--- config.mk ---
export PLATFORM = sky130hd
export DESIGN_NAME = argmax_stream_ctrl
export DESIGN_NICKNAME = d
export VERILOG_FILES = /design/src/rtl/cnn_pkg.sv /design/src/rtl/argmax_update_unit.sv /design/src/rtl/argmax_stream_ctrl.sv
export SDC_FILE = /design/constraint.sdc
export NUM_CORES = 1
export LEC_CHECK = 0
export ABC_CLOCK_PERIOD_IN_PS = 4700
export CAP_MARGIN = 10
export CELL_PAD_IN_SITES_DETAIL_PLACEMENT = 0
export CELL_PAD_IN_SITES_GLOBAL_PLACEMENT = 2
export CORE_MARGIN = 4
export CORE_UTILIZATION = 25
export CTS_BUF_LIST = sky130_fd_sc_hd__clkbuf_4 sky130_fd_sc_hd__clkbuf_8
export CTS_CLUSTER_SIZE = 25
export DETAILED_ROUTE_END_ITERATION = 8
export PLACE_DENSITY = 0.78
export SYNTH_ARGS = -nofsm -noshare
export SYNTH_HDL_FRONTEND = slang
export SYNTH_SLANG_ARGS = --single-unit
--- constraint.sdc ---
create_clock -name clk -period 4.7 [get_ports clk]
set_input_delay 1.41 -clock clk [delete_from_list [all_inputs] [get_ports clk]]
set_output_delay 1.41 -clock clk [all_outputs]
set_load 0.005 [all_outputs]
--- src/rtl/cnn_pkg.sv ---
// Shared constants for the CNN classifier datapath: state codes, default
// sizes used by the FC layer and the argmax back end, and index-width sizing.
package cnn_pkg;

  localparam int NUM_CLASSES = 10;
  localparam int SCORE_W     = 64;

  typedef enum logic [1:0] {
    ST_IDLE  = 2'd0,
    ST_ACCUM = 2'd1,
    ST_DONE  = 2'd2
  } state_t;

  // Bits needed to hold any value in 0..n-1 (minimum 1).
  function automatic int clog2(input int n);
    int r;
    r = 0;
    while ((1 << r) < n) r++;
    return (r < 1) ? 1 : r;
  endfunction

endpackage

--- src/rtl/argmax_update_unit.sv ---
// One step of a running signed argmax: folds a new score into the current
// (max, idx) pair. Strict compare so ties keep the earlier index.
module argmax_update_unit
  import cnn_pkg::*;
#(
  parameter int W     = SCORE_W,
  parameter int IDX_W = 4
) (
  input  logic                    first,
  input  logic signed [W-1:0]     in_score,
  input  logic        [IDX_W-1:0] cnt,
  input  logic signed [W-1:0]     run_max,
  input  logic        [IDX_W-1:0] run_idx,
  output logic signed [W-1:0]     next_max,
  output logic        [IDX_W-1:0] next_idx
);

  always_comb begin
    next_max = run_max;
    next_idx = run_idx;
    if (first) begin
      next_max = in_score;
      next_idx = '0;
    end else if (in_score > run_max) begin
      next_max = in_score;
      next_idx = cnt;
    end
  end

endmodule

--- src/rtl/argmax_stream_ctrl.sv ---
// Serial argmax over NUM_CLASSES streamed scores; one shared comparator,
// result presented on a held valid/ready handshake.
module argmax_stream_ctrl
  import cnn_pkg::*;
#(
  parameter int W           = SCORE_W,
  parameter int NUM_CLASSES = cnn_pkg::NUM_CLASSES,
  parameter int IDX_W       = clog2(NUM_CLASSES)
) (
  input  logic                    clk,
  input  logic                    rst_n,
  input  logic                    start,
  input  logic                    abort,
  input  logic                    in_valid,
  output logic                    in_ready,
  input  logic signed [W-1:0]     in_score,
  output logic                    out_valid,
  input  logic                    out_ready,
  output logic        [IDX_W-1:0] max_index,
  output logic signed [W-1:0]     max_value,
  output logic                    busy
);

  localparam logic [IDX_W-1:0] LAST_IDX = IDX_W'(NUM_CLASSES - 1);

  state_t                  state;
  logic        [IDX_W-1:0] cnt;
  logic signed [W-1:0]     run_max;
  logic        [IDX_W-1:0] run_idx;
  logic signed [W-1:0]     next_max;
  logic        [IDX_W-1:0] next_idx;

  argmax_update_unit #(
    .W     (W),
    .IDX_W (IDX_W)
  ) u_update (
    .first    (cnt == '0),
    .in_score (in_score),
    .cnt      (cnt),
    .run_max  (run_max),
    .run_idx  (run_idx),
    .next_max (next_max),
    .next_idx (next_idx)
  );

  // Handshake flags decode directly from the state register.
  assign in_ready  = (state == ST_ACCUM);
  assign out_valid = (state == ST_DONE);
  assign busy      = (state == ST_ACCUM) || (state == ST_DONE);

  // Result registers double as the outputs, so they hold through IDLE.
  assign max_index = run_idx;
  assign max_value = run_max;

  always_ff @(posedge clk or negedge rst_n) begin
    if (!rst_n) begin
      state   <= ST_IDLE;
      cnt     <= '0;
      run_max <= '0;
      run_idx <= '0;
    end else if (abort) begin
      state <= ST_IDLE;
      cnt   <= '0;
    end else begin
      case (state)
        ST_IDLE: begin
          if (start) begin
            state <= ST_ACCUM;
            cnt   <= '0;
          end
        end
        ST_ACCUM: begin
          if (in_valid) begin
            run_max <= next_max;
            run_idx <= next_idx;
            if (cnt == LAST_IDX) begin
              state <= ST_DONE;
              cnt   <= '0;
            end else begin
              cnt <= cnt + 1'b1;
            end
          end
        end
        ST_DONE: begin
          if (out_ready) state <= ST_IDLE;
        end
        default: begin
          state <= ST_IDLE;
          cnt   <= '0;
        end
      endcase
    end
  end

endmodule
# Word level (Yosys, flattened, before mapping)
# Cells that the tools add are included.
# W data, S select, Z words.
dict set report op_classes {
  n_lt_le_gt_ge 1
  n_reduce_logical 7
  mul 0
  n_shift 0
  n_mux 15
  n_addsub 1
  bitwise_logic 1
  n_eq_ne 8
  div 0
}
# operator n
set op_table {}
lappend op_table {{$mux W64} 2}
lappend op_table {{$gt A64 B64 Y1} 1}
lappend op_table {{$mux W4} 6}
lappend op_table {{$pmux W4 S3} 1}
lappend op_table {{$mux W2} 5}
lappend op_table {{$reduce_and A4 Y1} 2}
lappend op_table {{$ne A3 B2 Y1 const B} 2}
lappend op_table {{$ne A3 B3 Y1 const B} 2}
lappend op_table {{$pmux W2 S3} 1}
lappend op_table {{$add A4 B1 Y4 const B} 1}
lappend op_table {{$eq A4 B4 Y1 const B} 1}
lappend op_table {{$logic_not A4 Y1} 1}
lappend op_table {{$reduce_and A3 Y1} 1}
lappend op_table {{$eq A2 B1 Y1 const B} 1}
lappend op_table {{$eq A2 B2 Y1 const B} 1}
lappend op_table {{$logic_not A2 Y1} 1}
lappend op_table {{$ne A2 B2 Y1 const B} 1}
lappend op_table {{$reduce_bool A2 Y1} 1}
lappend op_table {{$logic_or A1 B1 Y1} 1}
lappend op_table {{$not A1 Y1} 1}
dict set report totals {
  input_bits 70
  rom_bits 0
  ff_bits 74
  latch_bits 0
  mem_count 0
  ram_bits 0
  out_inout_bits 71
}

# Logic depth before layout (Yosys ltp)
# Gate-level depths: netlist of run 1.
dict set report logic_depth {
  word_depth 5
  depth_mapped 12
  depth_no_buf 10
}

# Hierarchy
# Synthesis of run 1 repeated with hierarchy kept, for this count alone.
dict set report unflattened {
  hier_cells 510
  area_unflattened_um2 5858.1
}
# module n_inst seq_area_each_um2 cells_per_inst area_per_inst_um2
set modules_own_cells {}
lappend modules_own_cells {argmax_stream_ctrl 1 1851.8 189 3035.4}
lappend modules_own_cells {argmax_update_unit 1 0.0 321 2822.7}

# Worst setup path after synthesis of run 1
# OpenSTA, ideal clock, no wires.
dict set report synth_timing {
  path_kind {input to register}
  startpoint {input port in_score[63]}
  endpoint {register run_max[16] (netlist: max_value[16])}
  arrival_ns 3.716
  cell_stages 11
  required_ns 4.575
  setup_slack_ns 0.859
  path_cell_list {ha_1 nand4_1 nor4_2 nand3_1 nor4_2 a31o_2 a21oi_2 o31ai_4 buf_6 buf_8 mux2_4}
}
dict set report synth_between {
  elab_chain_cells 3
}
# element line
set synth_rtl {}
lappend synth_rtl {{start: declaration} argmax_stream_ctrl.sv:16} ;# input logic signed [W-1:0] in_score,
lappend synth_rtl {{$gt A64 B64 Y1} argmax_update_unit.sv:24} ;# end else if (in_score > run_max) begin
lappend synth_rtl {{$reduce_bool A2 Y1 (no source line)} -}
lappend synth_rtl {{$reduce_and A4 Y1 (no source line)} -}
lappend synth_rtl {{end signal: assignment} argmax_stream_ctrl.sv:74} ;# run_max <= next_max;
lappend synth_rtl {{end: declaration} argmax_stream_ctrl.sv:28} ;# logic signed [W-1:0] run_max;
# Every way passes these cells.
# A chain may end at the register's enable or synchronous reset.

# Worst setup path in the final report of run 1
dict set report layout_timing {
  startpoint {input port in_score[63]}
  endpoint {register run_max[2] (netlist: max_value[2])}
}
# Same word-level chain as after synthesis.

==> results of run 1 <==
[through the flow]
| stage | instances | TNS [ns] | util (%) | total power, W | worst slack [ns] |
|---|---|---|---|---|---|
| after floorplan | 426 | 0 | - | 0.00213 | 0.859 |
| after global placement | 793 | -1.49 | 34.9 | 0.00304 | -0.0322 |
| after detailed placement | 793 | -10.02 | 34.9 | 0.00309 | -0.179 |
| after CTS | 809 | 0 | 35.8 | 0.00359 | 0.209 |
| after global routing | 809 | 0 | 35.8 | 0.00386 | 0.109 |
| final | 809 | 0 | 35.8 | 0.00351 | 0.295 |
[Yosys cell counts (6+ instances only)]
master   number
inv_1        76
mux2_4       10
a21oi_1      30
nand2_1      16
o21ai_0      12
dfrtp_1      74
nand3_1       9
nand4_1      15
nor2_1       10
mux2_2       49
ha_1         71
mux2_1        6
[cell families (layout without fill, tap and decap cells)]
kind of cell / Yosys count / in the layout / synth area share [%]
buffers and inverters: 83 / 237 / 7.59
flip-flops: 74 / 74 / 39.8
adder cells (fa/ha/maj): 71 / 71 / 19.1
AO/OA/AOI/OAI: 68 / 68 / 9.50
multiplexers: 65 / 65 / 16.6
AND/OR/NAND/NOR: 65 / 65 / 7.40
[registers in the layout, summed over array words and instances, names as in the netlist]
| signal | flops |
|---|---|
| state | 2 |
| max_index | 4 |
| cnt | 4 |
| max_value | 64 |
[per-layer routing]
layer  track usage, %  vias to the layer above
li1                 -                     1799
met1             15.1                     1718
met2             20.0                       92
met3             3.47                        9
met4             3.53                        0
met5                0                        -
[power by group]
part | internal (W) | switching (W)
Clock | 0.000222 | 0.000241
Combinational | 0.00113 | 0.000755
Sequential | 0.000928 | 0.000240
[final timing paths]
path	startpoint	end
setup / recovery	in_score[63]	max_value[2]$_DFFE_PN0P_
hold / removal	max_index[3]$_DFFE_PN0P_	max_index[3]$_DFFE_PN0P_
setup reg to reg	max_value[63]$_DFFE_PN0P_	max_value[2]$_DFFE_PN0P_
hold reg to reg	max_index[3]$_DFFE_PN0P_	max_index[3]$_DFFE_PN0P_
max in group asynchronous	rst_n	max_value[2]$_DFFE_PN0P_
min in group asynchronous	rst_n	max_value[23]$_DFFE_PN0P_
[final cells by class]
class / count / area, um^2
Inverter: 76 / 285
Timing Repair Buffer: 145 / 1460
Clock inverter: 3 / 15.0
Clock buffer: 13 / 160
Sequential cell: 74 / 1850
Tap cell: 229 / 287
Fill cell: 1841 / 11600
Multi-Input combinational cell: 269 / 2440
==> run metrics, run 1 <==
status completed; IO Pins between 100 and 150; Clock Skews ~0.0092 ns; fmax 227 MHz; Post-CTS Hold Fix Bufs 0; TritonCTS Sinks 74; TritonCTS Buffers 9; antenna violations before repair 0; Worst Hold Class flip-flop to flip-flop; HPWL after DPL 9500 um; top cells by area, synth dfrtp_1, ha_1, mux2_2, inv_1, a21oi_1; crit path max fanout 34; Detailed Route WL 12100 um; Worst Path Arrival 4.64 ns; die height 144 um; syn nets roughly 570; # DRC 0; post-route cell area roughly 6500 um^2; M1 wire length 5530 um; Post-synth EDFFs 0; Synth Cell Area between 4000 and 5000 um^2; grt total ovfl 0; WS Path Type input pin to flip-flop; routed length per placed instance about 15 um; Max Used Layer met4; Placed Area about 6300 um^2; # nets final approximately 720; slew margin rel. 34.5%; cell taking the most area after synthesis dfrtp_1; internal reg-to-reg setup slack about 1.4 ns; Worst Hold Path Cells 1; vias post-DR ~3600; first-pass GRT wire length just under 20000 um; Core Rows 49; register area share after synthesis about two fifths; Slowest cell on crit path clkdlybuf4s50_1; WHS roughly 0.50 ns; asr flop ratio synth 100%; postcts setup bufs 0; RSZ-0062 raised after global routing false; Clk Latency, worst-skew pair between 0.3 and 0.4 ns; share of cells above drive strength 1 between 10% and 20%; Die W ~140 um; antenna viol nets, final 0; CTS tree done; port bufs between 100 and 150; H-tree Lvls 3; Least-Margin Pin Slew between 0.9 and 1 ns; most frequent cells in the layout clkdlybuf4s50_1, inv_1, dfrtp_1; crit end category flip-flop; maximum vdd ir drop 0.000219 V; required time of the critical path a little under 5 ns; largest net degree at the start of global routing 75; post-cts gate resize count 0; ys flop type dfrtp_1; Critical Path, Cell by Cell clkdlybuf4s50_1 > ha_1 > nand4_1 > nor4_2 > nand3_1 > nor4_2 > a31o_2 > a21oi_2 > o31ai_4 > buf_12 > mux2_2; FF+latch count, synth 74; Starting Density roughly 26%; critical path startpoint category input pin; DIE AREA approximately 21000 um^2; CP max stage delay around 0.46 ns; Layout area overhead 39.9%; Leakage approximately 3 nW; Avg Synthesized Cell Area about 11 um^2; total global-route track usage a little under an eighth; most common cell after layout, fill and taps aside clkdlybuf4s50_1; # diodes 0; clk slew on worst S/H paths around 0.08 ns; Via density 4.47; CP most frequent cell nor4_2; Hold Fails Final Rpt 0; clock tree buffer depth 2; CTS root buffer clkbuf_8; met3 WL roughly 700 um; Final min period 4.40 ns; DR WL met2 between 5000 and 6000 um; vias in the first global route 3823; Cell Pwr Density ~540 nW/um^2; synth unique cells 40; DRT Pass-1 Iters 4; Core Region between 15000 and 20000 um^2; worst path bufs/invs 2; Slew Viols, Final 0; Max Cap Violations 0; reg2reg path depth 11; Synth Warn # 0; Synth Instances roughly 430; crit-path leading delay family simple AND/OR/NAND/NOR gates; WP depth 11; GPL Wtd Cong 0.771; crit share post-route between 90% and 100%; Final setup viols 0; Synth top area share between 30% and 40%; DRT iter0 DRCs between 100 and 150
No activity file was read; power rests on OpenSTA's default activity.
==> run 2, diff against run 1 <==
- CORE_UTILIZATION: 25 -> 33
- PLACE_DENSITY: 0.78 -> 0.95
==> run 2 against run 1 <==
Effect of this change:
- critical endpoint is now max_value[40]$_DFFE_PN0P_
- wire length is 6.7% lower
- non-clock buffer count is 1 lower
- die area is 23% lower
- flip-flop and latch count stayed put
- clock power is 4% higher
- sequential share of layout area is 0.24 points higher
- clock-buffer cell count is 1 higher
- highest routed layer unchanged
==> run metrics, run 2 (synthesis gave the netlist of run 1 again) <==
status completed; Min-Delay Startpoint max_index[3]$_DFFE_PN0P_; Max Cap Violations 0 (unchanged); Switching Fraction 34.6% (-0.64 points); total global-route track usage 14.4% (+2.4 points); share of cells above drive strength 1 14.9% (-0.15 points); antenna viol nets, final 0 (unchanged); Hold Fails Final Rpt 0 (unchanged); clk slew on worst S/H paths 0.08 ns (about the same); CTS root buffer clkbuf_8; maximum vdd ir drop 0.000210 V (-4.5%); port bufs 140 (unchanged); clock tree buffer depth 2 (unchanged); Core Rows 43 (-12%); Reg power frac 32.9% (-0.4 points); antenna violations before repair 0 (unchanged); Clk Latency, worst-skew pair 0.36 ns (about the same); pre-CTS setup slack 0.0162 ns (+0.195 ns); Starting Density 33.6% (+8.0 points); Worst Path Arrival 4.50 ns (-0.14 ns); Pint 0.00230 W (+1.0%); Critical R2R Capture max_value[40]$_DFFE_PN0P_; Detailed Route WL 11300 um (-6.7%); Cell Pwr Density 545 nW/um^2 (+0.85%); IO Pins 141 (unchanged); Least-Margin Pin Slew 1.00 ns (+0.0189 ns); TritonCTS Sinks 74 (unchanged); grt total ovfl 0 (unchanged); internal reg-to-reg setup slack 1.56 ns (+0.18 ns); reg2reg path depth 11 (unchanged); routed length per placed instance 14.9 um (-0.55%); worst r2r src max_value[62]$_DFFE_PN0P_; Worst Hold Path Cells 1 (unchanged); Multi-input gate area 2440 um^2 (unchanged); Final min period 4.25 ns (-0.154 ns); Final WS setup 0.449 ns (+0.154 ns); Layout area overhead 38.8%; CP max stage delay 0.45 ns (about the same); Post-CTS Hold Fix Bufs 0 (unchanged); postcts setup bufs 0 (unchanged); CP most frequent cell nor4_2; DRT iter0 DRCs 133 (+27%); Core Region 13800 um^2 (-24%); CTS tree done; Clock Skews 0.0122 ns (+0.00304 ns); Sequential Area 1850 um^2 (unchanged); Hold Path End max_index[3]$_DFFE_PN0P_; die height 127 um (-12%); crit end category flip-flop; Leakage 3.02 nW (about the same); fmax 235 MHz (+3.6%); required time of the critical path 4.94 ns (about the same); Final setup viols 0 (unchanged); # diodes 0 (unchanged); critical path startpoint category input pin; crit share post-route 90.4% (-3.3 points); GPL Wtd Cong 0.763 (-0.99%); Sw Pwr 0.00121 W (-1.8%); WS Path Type input pin to flip-flop; setup TNS 0 ns (unchanged); DRT Pass-1 Iters 4 (unchanged); DIE AREA 16000 um^2 (-23%); Clk pwr share 13.7% (+0.5 points); largest net degree at the start of global routing 75 (unchanged); Critical Path, Cell by Cell clkdlybuf4s50_1 > ha_1 > nand4_1 > nor4_2 > nand3_1 > nor4_2 > a31o_2 > a21oi_2 > o31ai_4 > buf_12 > mux2_2; Slowest cell on crit path clkdlybuf4s50_1; most frequent cells in the layout clkdlybuf4s50_1, inv_1, dfrtp_1; post-cts gate resize count 0 (unchanged); crit path max fanout 38 (+12%); Slew Viols, Final 0 (unchanged); vias in the first global route 3828 (+0.13%); vias post-DR 3613 (-0.14%); Die W 127 um (-12%); # DRC 0 (unchanged); slew margin rel. 33.2% (-1.3 points); TritonCTS Buffers 9 (unchanged); max reg flops 64 (unchanged); Worst Hold Class flip-flop to flip-flop; first-pass GRT wire length 18700 um (-4.8%); # nets final 715 (-0.14%); RSZ-0062 raised after global routing false; Via density 4.76 (+6.4%); fill cell count 1306 (-29%); HPWL after DPL 8780 um (-7.6%); most common cell after layout, fill and taps aside clkdlybuf4s50_1; H-tree Lvls 3 (unchanged); Comb power frac 53.3% (-0.3 points)
[run 2: cell count changes in the layout (fill, tap and decap cells not counted)]
cell / delta
clkbuf_4: -1
buf_4: -1
clkinv_2: -1
clkbuf_8: +2
[run 2: worst max path at each step]
stage | from | slack (ns) | endpoint | depth (start not counted)
floorplan | in_score[63] | 0.86 | max_value[16]$_DFFE_PN0P_ | 11
global placement | in_score[25] | 0.09 | max_value[39]$_DFFE_PN0P_ | 11
detailed placement | in_score[63] | 0.02 | max_value[40]$_DFFE_PN0P_ | 11
CTS | in_score[63] | 0.39 | max_value[40]$_DFFE_PN0P_ | 11
global route | in_score[63] | 0.23 | max_value[40]$_DFFE_PN0P_ | 11
finish | in_score[63] | 0.45 | max_value[40]$_DFFE_PN0P_ | 11
[run 2: area by class of cell]
type,instances,share of cell area [%]
multi-input combinational,269,37.9
inverter,76,4.42
timing repair buffer,144,22.5
clock buffer,14,2.79
clock inverter,2,0.155
sequential,74,28.7
tap,180,3.49
[run 2: critical path, delay by kind of cell]
family,cells,cell delay [ns]
AO/OA/AOI/OAI,3,0.63
adder cells (fa/ha/maj),1,0.34
AND/OR/NAND/NOR,4,1.00
buffers and inverters,2,0.72
multiplexers,1,0.37
[run 2: metal layers]
metal	GRT usage [%]	vias up	wire (um)
met5	0	-	0
met4	5.36	0	197
met3	4.13	14	694
met2	23.4	92	5190
met1	18.3	1713	5210
li1	-	1794	-
[run 2: metrics by stage]
| step | util [%] | power (W) | std cells | cell area (um^2) | hold WS [ns] |
|---|---|---|---|---|---|
| final | 46.6 | 0.00351 | 759 | 6450 | 0.508 |
| after global routing | 46.6 | 0.00384 | 759 | 6450 | 0.537 |
| after CTS | 46.6 | 0.00358 | 759 | 6450 | 0.518 |
| after detailed placement | 45.3 | 0.00307 | 743 | 6260 | 0.495 |
| after global placement | 45.3 | 0.00302 | 743 | 6260 | 0.479 |
| after floorplan | - | 0.00213 | 426 | 4650 | 0.489 |
[run 2: power groups by stage]
stage | sequential (W) | combinational (W) | clock [W]
6_report | 0.00116 | 0.00187 | 0.000482
5_1_grt | 0.00120 | 0.00211 | 0.000531
4_1_cts | 0.00116 | 0.00191 | 0.000504
3_5_place_dp | 0.00117 | 0.00190 | 0
3_3_place_gp | 0.00116 | 0.00186 | 0
2_1_floorplan | 0.00115 | 0.000975 | 0
==> run 3, diff against run 2 <==
- ABC_CLOCK_PERIOD_IN_PS: 4700 -> 4800
- CORE_UTILIZATION: 33 -> 30
- PLACE_DENSITY: 0.95 -> 0.9
- clock period: 4.7 -> 4.8 ns (I/O delays scaled with it)
==> run 3 against run 2 <==
Effect of this change:
- sequential share of layout area up 0.067 points
- cell area is 0.23% lower
- clock power down 8.9%
- wire length increased by 1.3%
- combinational power is 2% lower
- clock-buffer cell count decreased by 4
- critical path type unchanged
- largest cell class unchanged
==> run metrics, run 3 (synthesis gave the netlist of run 1 again) <==
Switching Fraction 35.2% (+0.67 points); Comb power frac 53.8% (+0.5 points); required time of the critical path 5.05 ns (+0.11 ns); crit path max fanout 22 (-42%); internal reg-to-reg setup slack 1.47 ns (-0.09 ns); grt total ovfl 0 (unchanged); Max Cap Violations 0 (unchanged); WHS 0.499 ns (-0.00852 ns); postcts setup bufs 0 (unchanged); Clk pwr share 12.9% (-0.8 points); Pint 0.00220 W (-4.1%); Via density 4.71 (-1.0%); routed length per placed instance 14.9 um (+0.12%); IO Pins 141 (unchanged); H-tree Lvls 3 (unchanged); port bufs 140 (unchanged); antenna violations before repair 0 (unchanged); CTS tree done; Worst Hold Path Cells 1 (unchanged); Final min period ~4.5 ns; crit end category flip-flop; Sw Pwr 0.00120 W (-1.2%); Slew Viols, Final 0 (unchanged); max reg flops 64 (unchanged); Core Rows 45 (+4.7%); fin util 42.3% (-4.3 points); Worst Hold Class flip-flop to flip-flop; Cell Pwr Density 529 nW/um^2 (-2.9%); Detailed Route WL 11400 um (+1.3%); GPL Wtd Cong 0.791 (+3.6%); vias in the first global route 3801 (-0.71%); Hold Fails Final Rpt 0 (unchanged); fmax between 200 and 250 MHz; most frequent cells in the layout clkdlybuf4s50_1, inv_1, dfrtp_1; worst r2r src max_value[63]$_DFFE_PN0P_; total global-route track usage 13.5% (-0.93 points); DRT iter0 DRCs 90 (-32%); Worst Path Arrival 4.70 ns (+0.20 ns); TritonCTS Sinks 74 (unchanged); slew margin rel. 34.6% (+1.4 points); Critical R2R Capture max_value[38]$_DFFE_PN0P_; clk slew on worst S/H paths 0.08 ns (about the same); clock tree buffer depth 2 (unchanged); Least-Margin Pin Slew 0.981 ns (-0.0210 ns); Final setup viols 0 (unchanged); critical path startpoint category input pin; largest net degree at the start of global routing 75 (unchanged); Die W 132 um (+4.6%); vias post-DR 3619 (+0.17%); # nets final 716 (+0.14%); HPWL after DPL 9010 um (+2.6%); Reg power frac 33.3% (+0.4 points); Clk Latency, worst-skew pair 0.36 ns (about the same); Clock Skews 0.00892 ns (-0.00332 ns); die height 132 um (+4.6%); Final WS setup 0.347 ns (-0.101 ns); first-pass GRT wire length 19100 um (+2.4%); Starting Density 30.6% (-3.0 points); Post-CTS Hold Fix Bufs 0 (unchanged); CTS root buffer clkbuf_8; Hold Path End max_index[2]$_DFFE_PN0P_; Placed Area 6260 um^2 (about the same); reg2reg path depth 11 (unchanged); maximum vdd ir drop 0.000235 V (+12%); WS Path Type input pin to flip-flop; post-route cell area 6430 um^2 (-0.23%); share of cells above drive strength 1 15.0% (+0.15 points); DRT Pass-1 Iters 4 (unchanged); # DRC 0 (unchanged); TritonCTS Buffers 9 (unchanged); status completed; pre-CTS setup slack -0.0506 ns (-0.0668 ns); most common cell after layout, fill and taps aside clkdlybuf4s50_1; setup TNS 0 ns (unchanged); Leakage 3.00 nW (-0.45%); Min-Delay Startpoint max_index[2]$_DFFE_PN0P_; Core Region 15200 um^2 (+9.9%); antenna viol nets, final 0 (unchanged); RSZ-0062 raised after global routing false; crit share post-route 92.8%; # diodes 0 (unchanged); DIE AREA 17500 um^2 (+9.4%); Layout area overhead 38.4%; post-cts gate resize count 0 (unchanged)
-- run 3: changes by cell type in the layout (fill, tap and decap cells not counted), sizes merged --
cell / delta
clkbuf: -4
clkinvlp: +1
clkinv: +3
buf: +1
-- run 3: cell type report --
class	instances	area [um^2]
Sequential cell	74	1850
Fill cell	1476	8770
Inverter	76	285
Multi-Input combinational cell	269	2440
Clock inverter	6	32.5
Timing Repair Buffer	145	1450
Clock buffer	10	138
Tap cell	188	235
-- run 3: critical path: stages --
cell             delay, ns
clkdlybuf4s50_1       0.46
ha_1                  0.36
nand4_1               0.24
nor4_2                0.42
nand3_1               0.17
nor4_2                0.32
a31o_2                0.21
a21oi_2               0.05
o31ai_4               0.31
buf_4                 0.34
mux2_2                0.38
-- run 3: worst max-delay path by stage --
stage	start	to	slack [ns]
after floorplan	in_score[63]	max_value[16]$_DFFE_PN0P_	0.93
after global placement	in_score[63]	max_value[47]$_DFFE_PN0P_	0.03
final	in_score[63]	max_value[38]$_DFFE_PN0P_	0.35
after detailed placement	in_score[63]	max_value[38]$_DFFE_PN0P_	-0.05
after CTS	in_score[63]	max_value[38]$_DFFE_PN0P_	0.35
after global routing	in_score[63]	max_value[39]$_DFFE_PN0P_	0.13
-- run 3: power by group through the flow --
| stage | Sequential [W] | Clock [W] | Combinational (W) |
|---|---|---|---|
| CTS | 0.00114 | 0.000465 | 0.00186 |
| floorplan | 0.00113 | 0 | 0.000955 |
| detailed placement | 0.00115 | 0 | 0.00185 |
| global placement | 0.00114 | 0 | 0.00182 |
| finish | 0.00113 | 0.000439 | 0.00183 |
| global route | 0.00119 | 0.000485 | 0.00207 |
-- run 3: metrics by stage --
stage	total power, W	cells
detailed placement	0.00301	752
global placement	0.00296	752
finish	0.00340	768
CTS	0.00347	768
floorplan	0.00208	426
global route	0.00374	768
-- run 3: routing by layer --
| metal | track usage [%] | share of wire [%] | vias up |
|---|---|---|---|
| met3 | 3.19 | 5.4 | 19 |
| met1 | 17.2 | 46 | 1713 |
| li1 | - | - | 1789 |
| met4 | 5.72 | 2.5 | 0 |
| met5 | 0 | 0 | - |
| met2 | 22.0 | 46 | 98 |
